File: src/rtl/pipe_ctrl_pkg.sv
// Shared types and constants for the pipeline hazard/exception controller.
// Latency: n/a (declarations only).
// Backpressure: n/a.
package pipe_ctrl_pkg;

    // Default pipeline depth and the role of each stall_o bit in that pipeline.
    localparam int NSTAGE_DEFAULT = 6;
    localparam int STG_PC = 0;
    localparam int STG_IF = 1;
    localparam int STG_ID = 2;
    localparam int STG_EX = 3;
    localparam int STG_LS = 4;
    localparam int STG_WB = 5;

    // The drain watchdog is 8 bits wide, so DRAIN_MAX must be 1..255.
    localparam int WD_W = 8;

    typedef enum logic [1:0] {
        IDLE     = 2'd0,
        DRAIN    = 2'd1,
        FLUSH    = 2'd2,
        REDIRECT = 2'd3
    } state_t;

endpackage

File: src/rtl/pipe_ctrl_stall_merge.sv
// Combinational stall merge. base: suffix-OR of stall requests, so a stall
// in stage i also holds every younger stage. mask: stages 0..eidx set.
// older_busy: some stage older than eidx still requests a stall.
// Latency: 0 cycles. Backpressure: none.
module stall_merge #(
    parameter int NSTAGE = 6,
    parameter int SIDX_W = $clog2(NSTAGE)
) (
    input  logic [NSTAGE-1:0] stallreq,
    input  logic [SIDX_W-1:0] eidx,
    output logic [NSTAGE-1:0] base,
    output logic [NSTAGE-1:0] mask,
    output logic              older_busy
);

    always_comb begin
        logic acc;
        acc  = 1'b0;
        base = '0;
        mask = '0;
        // Walk from writeback towards pc, accumulating requests.
        for (int i = NSTAGE - 1; i >= 0; i--) begin
            acc     = acc | stallreq[i];
            base[i] = acc;
            mask[i] = (SIDX_W'(i) <= eidx);
        end
        older_busy = |(stallreq & ~mask);
    end

endmodule

File: src/rtl/pipe_ctrl.sv
// Pipeline hazard/exception controller: merges stage stall requests and
// sequences exception entry IDLE -> DRAIN -> FLUSH -> REDIRECT -> IDLE.
// Latency: stall/flush/ack combinational from current state; min 4 cycles per exception.
// Backpressure: REDIRECT holds redirect_valid_o until redirect_ready_i.
// Ports: stallreq_i/stall_o per stage (0=pc), flush_o per pipeline register
// (0=if_id), excp_req_i/excp_stage_i/excp_ack_o from excp, redirect_* to ifu,
// drain_timeout_o watchdog pulse, stall_cycles_o/flush_cnt_o perf counters.
// Optional macro PIPE_CTRL_PERF_EN builds the counters; otherwise they read 0.
module pipe_ctrl
    import pipe_ctrl_pkg::*;
#(
    parameter int NSTAGE    = NSTAGE_DEFAULT,
    parameter int SIDX_W    = $clog2(NSTAGE),
    parameter int DRAIN_MAX = 255,
    parameter int CNT_W     = 32
) (
    input  logic              clk,
    input  logic              rst_n,
    input  logic [NSTAGE-1:0] stallreq_i,
    input  logic              excp_req_i,
    input  logic [SIDX_W-1:0] excp_stage_i,
    output logic              excp_ack_o,
    output logic [NSTAGE-1:0] stall_o,
    output logic [NSTAGE-3:0] flush_o,
    output logic              redirect_valid_o,
    input  logic              redirect_ready_i,
    output logic              drain_timeout_o,
    output logic [CNT_W-1:0]  stall_cycles_o,
    output logic [CNT_W-1:0]  flush_cnt_o
);

    state_t              state, state_n;
    logic [SIDX_W-1:0]   eidx, eidx_n;
    logic [WD_W-1:0]     wd, wd_n;
    logic [SIDX_W-1:0]   stage_clamped;

    logic [NSTAGE-1:0]   base;
    logic [NSTAGE-1:0]   mask;
    logic                older_busy;

    logic                ack;
    logic                timeout;
    logic                rvld;
    logic [NSTAGE-1:0]   stall;
    logic [NSTAGE-3:0]   flush;

    stall_merge #(
        .NSTAGE (NSTAGE),
        .SIDX_W (SIDX_W)
    ) u_merge (
        .stallreq   (stallreq_i),
        .eidx       (eidx),
        .base       (base),
        .mask       (mask),
        .older_busy (older_busy)
    );

    // Stages 0/1 cannot hold a trapping instruction; unknown indices are
    // treated as the oldest stage so the whole pipe is flushed.
    always_comb begin
        if (excp_stage_i < SIDX_W'(2) || excp_stage_i > SIDX_W'(NSTAGE - 1))
            stage_clamped = SIDX_W'(NSTAGE - 1);
        else
            stage_clamped = excp_stage_i;
    end

    always_ff @(posedge clk or negedge rst_n) begin
        if (!rst_n) begin
            state <= IDLE;
            eidx  <= '0;
            wd    <= '0;
        end else begin
            state <= state_n;
            eidx  <= eidx_n;
            wd    <= wd_n;
        end
    end

    always_comb begin
        state_n = state;
        eidx_n  = eidx;
        wd_n    = wd;
        ack     = 1'b0;
        timeout = 1'b0;
        rvld    = 1'b0;
        stall   = base;
        flush   = '0;
        case (state)
            IDLE: begin
                // Exception beats concurrent stalls; base stall still shown this cycle.
                if (excp_req_i) begin
                    ack     = 1'b1;
                    eidx_n  = stage_clamped;
                    wd_n    = '0;
                    state_n = DRAIN;
                end
            end
            DRAIN: begin
                // Freeze the excepting instruction and everything younger
                // while older instructions finish.
                stall = base | mask;
                wd_n  = wd + WD_W'(1);
                if (wd == WD_W'(DRAIN_MAX - 1)) begin
                    timeout = 1'b1;
                    wd_n    = '0;
                    state_n = FLUSH;
                end else if (!older_busy) begin
                    wd_n    = '0;
                    state_n = FLUSH;
                end
            end
            FLUSH: begin
                // Register k feeds stage k+2, so flush k in 0..eidx-2.
                flush   = mask[NSTAGE-1:2];
                stall   = NSTAGE'(1);
                state_n = REDIRECT;
            end
            REDIRECT: begin
                rvld  = 1'b1;
                stall = NSTAGE'(1);
                if (redirect_ready_i)
                    state_n = IDLE;
            end
            default: state_n = IDLE;
        endcase
    end

    // Outputs are forced low for the whole reset, even with requests present.
    assign excp_ack_o       = rst_n & ack;
    assign drain_timeout_o  = rst_n & timeout;
    assign redirect_valid_o = rst_n & rvld;
    assign stall_o          = rst_n ? stall : '0;
    assign flush_o          = rst_n ? flush : '0;

`ifdef PIPE_CTRL_PERF_EN
    logic [CNT_W-1:0] stall_cnt;
    logic [CNT_W-1:0] flush_cnt;

    // Saturating counters.
    always_ff @(posedge clk or negedge rst_n) begin
        if (!rst_n) begin
            stall_cnt <= '0;
            flush_cnt <= '0;
        end else begin
            if (stall[0] && stall_cnt != '1)
                stall_cnt <= stall_cnt + CNT_W'(1);
            if (state == FLUSH && flush_cnt != '1)
                flush_cnt <= flush_cnt + CNT_W'(1);
        end
    end

    assign stall_cycles_o = stall_cnt;
    assign flush_cnt_o    = flush_cnt;
`else
    assign stall_cycles_o = '0;
    assign flush_cnt_o    = '0;
`endif

endmodule

File: config.mk
export PLATFORM = sky130hd
export DESIGN_NAME = pipe_ctrl
export DESIGN_NICKNAME = d
export VERILOG_FILES = /design/src/rtl/pipe_ctrl_pkg.sv /design/src/rtl/pipe_ctrl_stall_merge.sv /design/src/rtl/pipe_ctrl.sv
export SDC_FILE = /design/constraint.sdc
export NUM_CORES = 1
export LEC_CHECK = 0
export ABC_AREA = 1
export BUFFER_PORTS_ARGS = -buffer_cell sky130_fd_sc_hd__buf_2
export CORE_MARGIN = 3
export CORE_UTILIZATION = 43
export CTS_CLUSTER_DIAMETER = 50
export DETAILED_ROUTE_END_ITERATION = 10
export PLACE_DENSITY = 0.8
export SYNTH_ARGS = -nofsm -noshare
export SYNTH_HDL_FRONTEND = slang
export SYNTH_SLANG_ARGS = --single-unit
File: constraint.sdc
create_clock -name clk -period 2 [get_ports clk]
set_input_delay 0.1 -clock clk [delete_from_list [all_inputs] [get_ports clk]]
set_output_delay 0.1 -clock clk [all_outputs]
set_load 0.005 [all_outputs]
* Word-level counts from Yosys, hierarchy flattened *
Index checks and enable logic that the tools add are counted.

word-level totals
  register bits after elaboration = 13
  input bits = 13
  output and inout port bits = 77
  logic and storage cells = 57

cells by class
  add/sub/neg operators = 1
  magnitude comparators = 8
  equality and inequality tests = 7
  mux-type cells = 19
  bitwise gates (word level) = 11
  reduce and logical (&&, ||, !) cells = 8

operators with widths
  kind                                                        number
  two-way mux 8 bit                                           3
  one-hot mux 8 bit (2 select lines)                          1
  one-hot mux 6 bit (2 select lines)                          1
  adder 8 x 1 -> 8 bit, second input constant                 1
  == test 8 bit, second input constant                        1
  two-way mux 2 bit                                           4
  two-way mux 4 bit                                           2
  one-hot mux 2 bit (4 select lines)                          1
  AND 6 bit                                                   1
  <= comparator 1 x 3 -> 1 bit, first input constant          2
  <= comparator 2 x 3 -> 1 bit, first input constant          2
  <= comparator 3 bit, first input constant                   2
  two-way mux 6 bit                                           1
  NOT 6 bit                                                   1
  OR 6 bit                                                    1
  OR reduction 6 bit                                          1
  two-way mux 1 bit                                           5
  OR 1 bit                                                    5
  == test 2 bit, second input constant                        2
  inequality test 2 bit, second input constant                2
  AND reduction 2 bit                                         2
  AND 1 bit                                                   3
  greater-than comparator 3 bit, second input constant        1
  less-than comparator 3 x 2 -> 1 bit, second input constant  1
  8 further kinds                                             8

* Depth between registers and ports, before layout *
Gate-level depths: netlist (run 1).

  depth after elaboration = 8
  gate-level depth with buffers = 9
  gate-level depth less buffers = 9

* By module *
From an unflattened synthesis (run 1), not the netlist that was laid out.

second synthesis, totals
  cell total of the unflattened synthesis = 234
  area total of the unflattened synthesis = 1607.8 um^2

modules (own cells, without submodules)
  module       instances  cells an instance  area each (um^2)  seq. area each (um^2)
  pipe_ctrl    1          202                1460.2            325.3
  stall_merge  1          32                 147.6             0.0

* Worst setup path before layout (run 1) *
OpenSTA, ideal clock, no wires.

  path type = register to register
  start = register state[0]
  end = register wd[3]
  setup time = 0.123 ns
  data arrival time = 1.348 ns
  required time = 1.877 ns
  path slack = 0.529 ns
  stages on the path, launching flop included = 9
  path buffers = 1
  clock period less this slack = 1.471 ns
  path through = dfrtp_1 -> inv_1 -> ha_1 -> nand2_2 -> o21ai_2 -> buf_6 -> nand2_2 -> xor2_1 -> a21oi_2

between the ends
  cells in the longest elaborated chain, start to end = 3
  elaborated cells on any way between the ends = 6
  those cells by class = 2 x eq/ne; 1 x mux; 3 x reduce/logical

RTL lines
  item                                                                                 RTL line         text
  start, declared                                                                      pipe_ctrl.sv:32  state_t state, state_n;
  start signal, assigned                                                               pipe_ctrl.sv:73  state <= state_n;
  == test 2 x 1 -> 1 bit / logical NOT 2 bit (equally long branches)                   pipe_ctrl.sv:88  case (state)
  nonzero test 2 bit (no source line) / inequality test 2 bit (equally long branches)  -
  AND reduction 2 bit (no source line)                                                 -
  end signal, assigned                                                                 pipe_ctrl.sv:75  wd <= wd_n;
  end, declared                                                                        pipe_ctrl.sv:34  logic [WD_W-1:0] wd, wd_n;

Several ways; a longest one is shown, not always the timed one.
A chain may end at the register's enable or synchronous reset.

* Final worst setup path (run 1) *
  start = register state[0]
  end = output port stall_o[0]

between the ends
  cells in the longest elaborated chain, start to end = 4
  elaborated cells on any way between the ends = 6
  those cells by class = 3 x eq/ne; 2 x mux; 1 x reduce/logical

RTL lines
  item                                    RTL line          text
  == test 2 bit                           pipe_ctrl.sv:88
  OR reduction 2 bit (no source line)     -
  one-hot mux 6 bit (2 select lines) (*)  pipe_ctrl.sv:88
  two-way mux 6 bit (*)                   pipe_ctrl.sv:132  assign stall_o = rst_n ? stall : '0;
  end, declared                           pipe_ctrl.sv:23   output logic [NSTAGE-1:0] stall_o,

Mark *: on every way between the ends. The rest lies on a longest branch, timed or not.

==> flow_summary.yaml, run 1 <==
power_and_ir_drop:
  power_density_nw_per_um2: 978.5
  peakVddDrop_uv: 421.3
  p_leak_nw: 0.8521
floorplan:
  core_area_um2: 3128
  initial_core_util_pct: 46.32
  dieHeight_um: 64.05
  chipWidth_um: 64.05
  io_pins: 90
  die-area_um2: 4102
  row_count: 20
synth:
  yosysUniqueCellTypes: 26
  syn-cell-area_um2: 1449
  synth_seq_cells: 13
  synth_area_leaders: "buf_4 33%, dfrtp_1 22%, nand2_1 7.0%"
  synthMuxAreaShare_pct: 0
  yosys_warnings: 0
  synth_top_family_by_area: "buffers and inverters"
  synthesis.area_per_instance_um2: 7.244
  yosysTopAreaCell: "buf_4"
  ys_async_sr_fraction_pct: 100.0
  yosysTopAreaCellShare_pct: 33.16
  synth_flop_cell: "dfrtp_1"
  synth-adder-area-share_pct: 5.181
  synth-simple-area-share_pct: 18.05
  synth_compound_area_share_pct: 10.28
  netlist_instances: 200
  synthXorXnorAreaFrac_pct: 3.627
  synth_edf_count: 0
  seq_area_frac_synth_pct: 22.45
global_routing:
  grt_max_degree: 17
  grt_pass1_wl_mm: 3.898
  grt_overflow: 0
  grt_use_total_pct: 11.58
  grt_pass1_vias: 895
  antenna_found_initial: 0
worst_setup_path:
  arrival_ns: 1.68
  crit_chain: "inv_1 -> ha_4 -> clkinvlp_4 -> buf_4 -> nor3_1 -> a21oi_1 -> buf_2"
  cp_slowest_stage_delay_ns: 0.42
  setup.worst_path.end_class: "primary output"
  startpoint_type: "register"
  crit_type: "register to primary output"
  path_max_fanout: 6
  required_ns: 1.90
  crit_slowest_cell: "dfrtp_1"
status:
  status: "completed"
drt:
  wire_per_inst_um: 9.567
  via_per_inst: 4.076
  remaining_drc_errors: 0
  antenna_left: 0
  drt_iter0_drc: 41
  routed_wirelength_mm: 2.631
  first_pass_iters: 4
  vias: 1121
timing:
  fin_setup_tns_ns: 0
  fin_crit_sh_pct: 89.20
  slew_viol_final: 0
  fin_crit_ns: 1.784
  rsz0062_at_grt: "false"
  finalHoldViolations: 0
  holdWs_ns: 0.07215
  skew_ns: 0.006897
  setup_viol: 0
  timing.fmax_mhz: 560.6
finish:
  layout_common_cells: "64 x conb_1, 27 x nand2_1, 25 x buf_2, 20 x inv_1, 16 x nor2_1"
  final_nets: 251
  final_common_cell: "conb_1"
  final.fill_count: 318
  areaGrowthSynthToFinish_pct: 0.6046
  final_layout_size_suffix_gt1_share_pct: 18.61
  diodes: 0
job:
  cap_violations: 0
cts:
  cts_buffers: 3
  cts_tree: "yes"
  clk_latency_ns: 0.28
  htreeDepth: 1
  clk_pin_slew_ns: 0.09
  clock-root-buffer: "clkbuf_4"
  cts_sinks: 13
  cts.path.max_buffers: 2
place:
  io_buffers: 25
  routabilityCongestion: 0.8411
  dp_hpwl_mm: 2.125
min_path:
  hp-class: "primary input to register"
-- flip-flops by register name, summed over array words and instances (netlist names) --
| signal | flops |
|---|---|
| wd | 8 |
| eidx | 3 |
| state | 2 |
-- metrics by stage --
stage / util (%) / cells / worst slack (ns) / total power [W] / instance area, um2
floorplan: - / 263 / 0.5293 / 0.001037 / 1685
global route: 46.60 / 275 / 0.07269 / 0.001558 / 1458
CTS: 45.36 / 273 / 0.03986 / 0.001334 / 1419
finish: 46.60 / 275 / 0.2161 / 0.001426 / 1458
detailed placement: 44.04 / 268 / 0.2525 / 0.001153 / 1378
global placement: 44.04 / 268 / 0.3130 / 0.001136 / 1378
-- synth_stat cells (all sizes together) (2+ instances only) --
library cell / instances
or2: 2
nand2: 29
ha: 6
a21oi: 16
o21ai: 7
nor2: 16
xor2: 5
nand3: 7
dfrtp: 13
nor3: 4
inv: 21
buf: 66
-- timing repair --
| item | in CTS | in global routing |
|---|---|---|
| setup endpoints to repair | 4 | 5 |
| setup buffers | 0 | 2 |
| gates resized for setup | 1 | 4 |
| pin swaps | 0 | 1 |
| hold buffers | 1 | 0 |
| hold endpoints to repair | 13 | 0 |
-- critical path: cells and delay by family (launching register included) --
kind	cells	cell delay (ns)
compound gates	1	0.05
fa+ha+maj	1	0.20
buf+inv	4	0.56
flops	1	0.42
simple gates	1	0.17
-- report_power, final --
group	internal (W)	switching, W	leakage, nW
Sequential	0.000323	0.0000598	0.169
Combinational	0.000334	0.000542	0.666
Clock	0.0000743	0.0000942	0.0177
Total	0.000731	0.000696	0.852
-- logic make-up after synthesis --
family          count (synthesis)
buf+inv                        87
other cells                     1
xor+xnor                        6
flops                          13
simple gates                   61
fa+ha+maj                       6
compound gates                 26
-- metal layers --
layer | global-route usage [%] | up-vias | routed length [um] | part of all wire, %
met5 | 0 | - | 0 | 0
met4 | 3.235 | 0 | 20 | 0.76
met3 | 2.109 | 2 | 247 | 9.4
met2 | 19.35 | 56 | 1287 | 49
met1 | 15.15 | 498 | 1076 | 41
li1 | - | 565 | - | -
-- final cells by class --
type	instances	area, um2	area share (%)
multi-input cells	163	802.0	55.02
repair buffers	30	165.2	11.33
clock buffers	3	22.52	1.545
clock inverters	1	5.005	0.3433
well taps	44	55.05	3.777
flip-flops and latches	13	325.3	22.32
inverters	21	82.58	5.665
-- final timing paths --
| check | from | end | cells after the start | slack [ns] |
|---|---|---|---|---|
| worst max-delay path | state[0] | stall_o[0] | 7 | 0.22 |
| worst min-delay path | excp_stage_i[0] | eidx[0] | 3 | 0.07 |
| worst max register to register | state[1] | wd[7] | 8 | 0.34 |
| worst min register to register | state[0] | state[0] | 2 | 0.55 |
| max in group asynchronous | rst_n | wd[2] | 3 | 1.53 |
| min in group asynchronous | rst_n | eidx[1] | 3 | 0.29 |
(Power assumes the default switching activity.)
==> run 2: changes to the inputs <==
Settings changed: MAX_ROUTING_LAYER from default to met4.
==> run 2 against run 1 <==
- clock skew about the same
- critical path type unchanged
- critical path depth unchanged
- highest routed layer unchanged
- hold slack worse by 0.0012 ns
- combinational power about the same
==> flow_summary.yaml, run 2 (synthesis gave the netlist of run 1 again) <==
worst_setup_path:
  cp_slowest_stage_delay_ns: 0.42
  r2r-end: "wd[7]"
  path_max_fanout: 6
  crit_type: "register to primary output"
  setup.worst_path.end_class: "primary output"
  reg2reg_from: "state[1]"
  startpoint_type: "register"
  worst-path-buf-inv: 4
  arrival_ns: 1.69
  reg2reg_depth: 8
  crit_chain: "inv_1 -> ha_4 -> clkinvlp_4 -> buf_4 -> nor3_1 -> a21oi_1 -> buf_2"
  cpLargestDelayFamily: "buffers and inverters"
  reg2reg_setup_slack_ns: 0.34
  required_ns: 1.90
  crit_slowest_cell: "dfrtp_1"
timing:
  fin_crit_ns: 1.787
  finalHoldViolations: 0
  rsz0062_at_grt: "false"
  timing.fmax_mhz: 559.7
  fin_crit_sh_pct: 89.34
  fin_setup_tns_ns: 0
  skew_ns: 0.007184
  slew_viol_final: 0
  setup_viol: 0
cts:
  htreeDepth: 1
  cts.path.max_buffers: 2
  cts_buffers: 3
  clk_pin_slew_ns: 0.09
  clk_latency_ns: 0.28
  cts_tree: "yes"
  clock-root-buffer: "clkbuf_4"
  cts_sinks: 13
power_and_ir_drop:
  p_leak_nw: 0.8521
  power_density_nw_per_um2: 980.6
  peakVddDrop_uv: 423.7
  finalPower_w: 0.001429
global_routing:
  grt_use_total_pct: 11.86
  grt_pass1_vias: 893
  grt_overflow: 0
  grt_max_degree: 17
  grt_pass1_wl_mm: 3.884
  antenna_found_initial: 0
drt:
  wire_per_inst_um: 9.582
  vias: 1133
  remaining_drc_errors: 0
  antenna_left: 0
  via_per_inst: 4.120
  routed_wirelength_mm: 2.635
  first_pass_iters: 4
  drt_iter0_drc: 33
finish:
  layout_common_cells: "64 x conb_1, 27 x nand2_1, 25 x buf_2, 20 x inv_1, 16 x nor2_1"
  final_common_cell: "conb_1"
  diodes: 0
  largest_register: "wd"
  final.fill_count: 318
  largest_registers: "wd: 8 flops, eidx: 3 flops, state: 2 flops"
  utilization_pct: 46.60
  areaGrowthSynthToFinish_pct: 0.6046
  final_area_um2: 1458
  final_nets: 251
  final_layout_size_suffix_gt1_share_pct: 18.61
  largest_reg_flops: 8
floorplan:
  chipWidth_um: 64.05
  row_count: 20
  initial_core_util_pct: 46.32
  core_area_um2: 3128
  dieHeight_um: 64.05
  die-area_um2: 4102
  io_pins: 90
place:
  placed_cell_area_um2: 1378
  routabilityCongestion: 0.8542
  dp_hpwl_mm: 2.125
  io_buffers: 25
min_path:
  min_from: "excp_stage_i[0]"
  holdPathEnd: "eidx[0]"
  hp-class: "primary input to register"
  hold_depth: 3
job:
  cap_violations: 0
status:
  status: "completed"
-- run 2: area by class of cell --
class	count	area [um2]	share of cell area [%]
clock buffers	3	22.52	1.545
clock inverters	1	5.005	0.3433
inverters	21	82.58	5.665
multi-input cells	163	802.0	55.02
flip-flops and latches	13	325.3	22.32
well taps	44	55.05	3.777
repair buffers	30	165.2	11.33
-- run 2: worst max path at each step --
stage	from	to	slack, ns	depth (start not counted)
final	state[0]	stall_o[0]	0.21	7
after detailed placement	state[0]	stall_o[0]	0.25	7
after global routing	state[1]	stall_o[0]	0.07	7
after CTS	state[0]	stall_o[0]	0.04	7
after global placement	state[0]	stall_o[0]	0.31	7
after floorplan	state[0]	wd[3]	0.53	8
-- run 2: through the flow --
stage / hold slack, ns / setup slack, ns / std cells
floorplan: -0.1956 / 0.5293 / 263
global placement: 0.06652 / 0.3130 / 268
detailed placement: 0.06714 / 0.2525 / 268
CTS: 0.06471 / 0.03986 / 273
global route: 0.07587 / 0.07268 / 275
finish: 0.07098 / 0.2132 / 275
-- run 2: worst min-delay path, delay by kind of cell --
family / cells / cell delay (ns)
AND/OR/NAND/NOR: 1 / 0.04
AO/OA/AOI/OAI: 1 / 0.10
buffers and inverters: 1 / 0.08
-- run 2: where the power goes --
part           internal [W]  leakage [nW]  switching [W]
Combinational      0.000334         0.666       0.000544
Clock             0.0000743        0.0177      0.0000953
Sequential         0.000323         0.169      0.0000598
-- run 2: layer usage --
layer  track usage (%)  vias up  part of all wire, %
met2             19.61       57                   49
li1                  -      563                    -
met4             3.235        0                 0.76
met1             14.83      509                   41
met5                 -        -                    0
met3             2.109        4                  9.3
-- run 2: what timing repair did --
action | 4_1_cts | 5_1_grt
hold endpoints to repair | 13 | 0
endpoints found under the setup margin | 4 | 5
gates resized for setup | 1 | 4
pin swaps | 0 | 1
hold buffers | 1 | 0
buffers inserted | 0 | 2
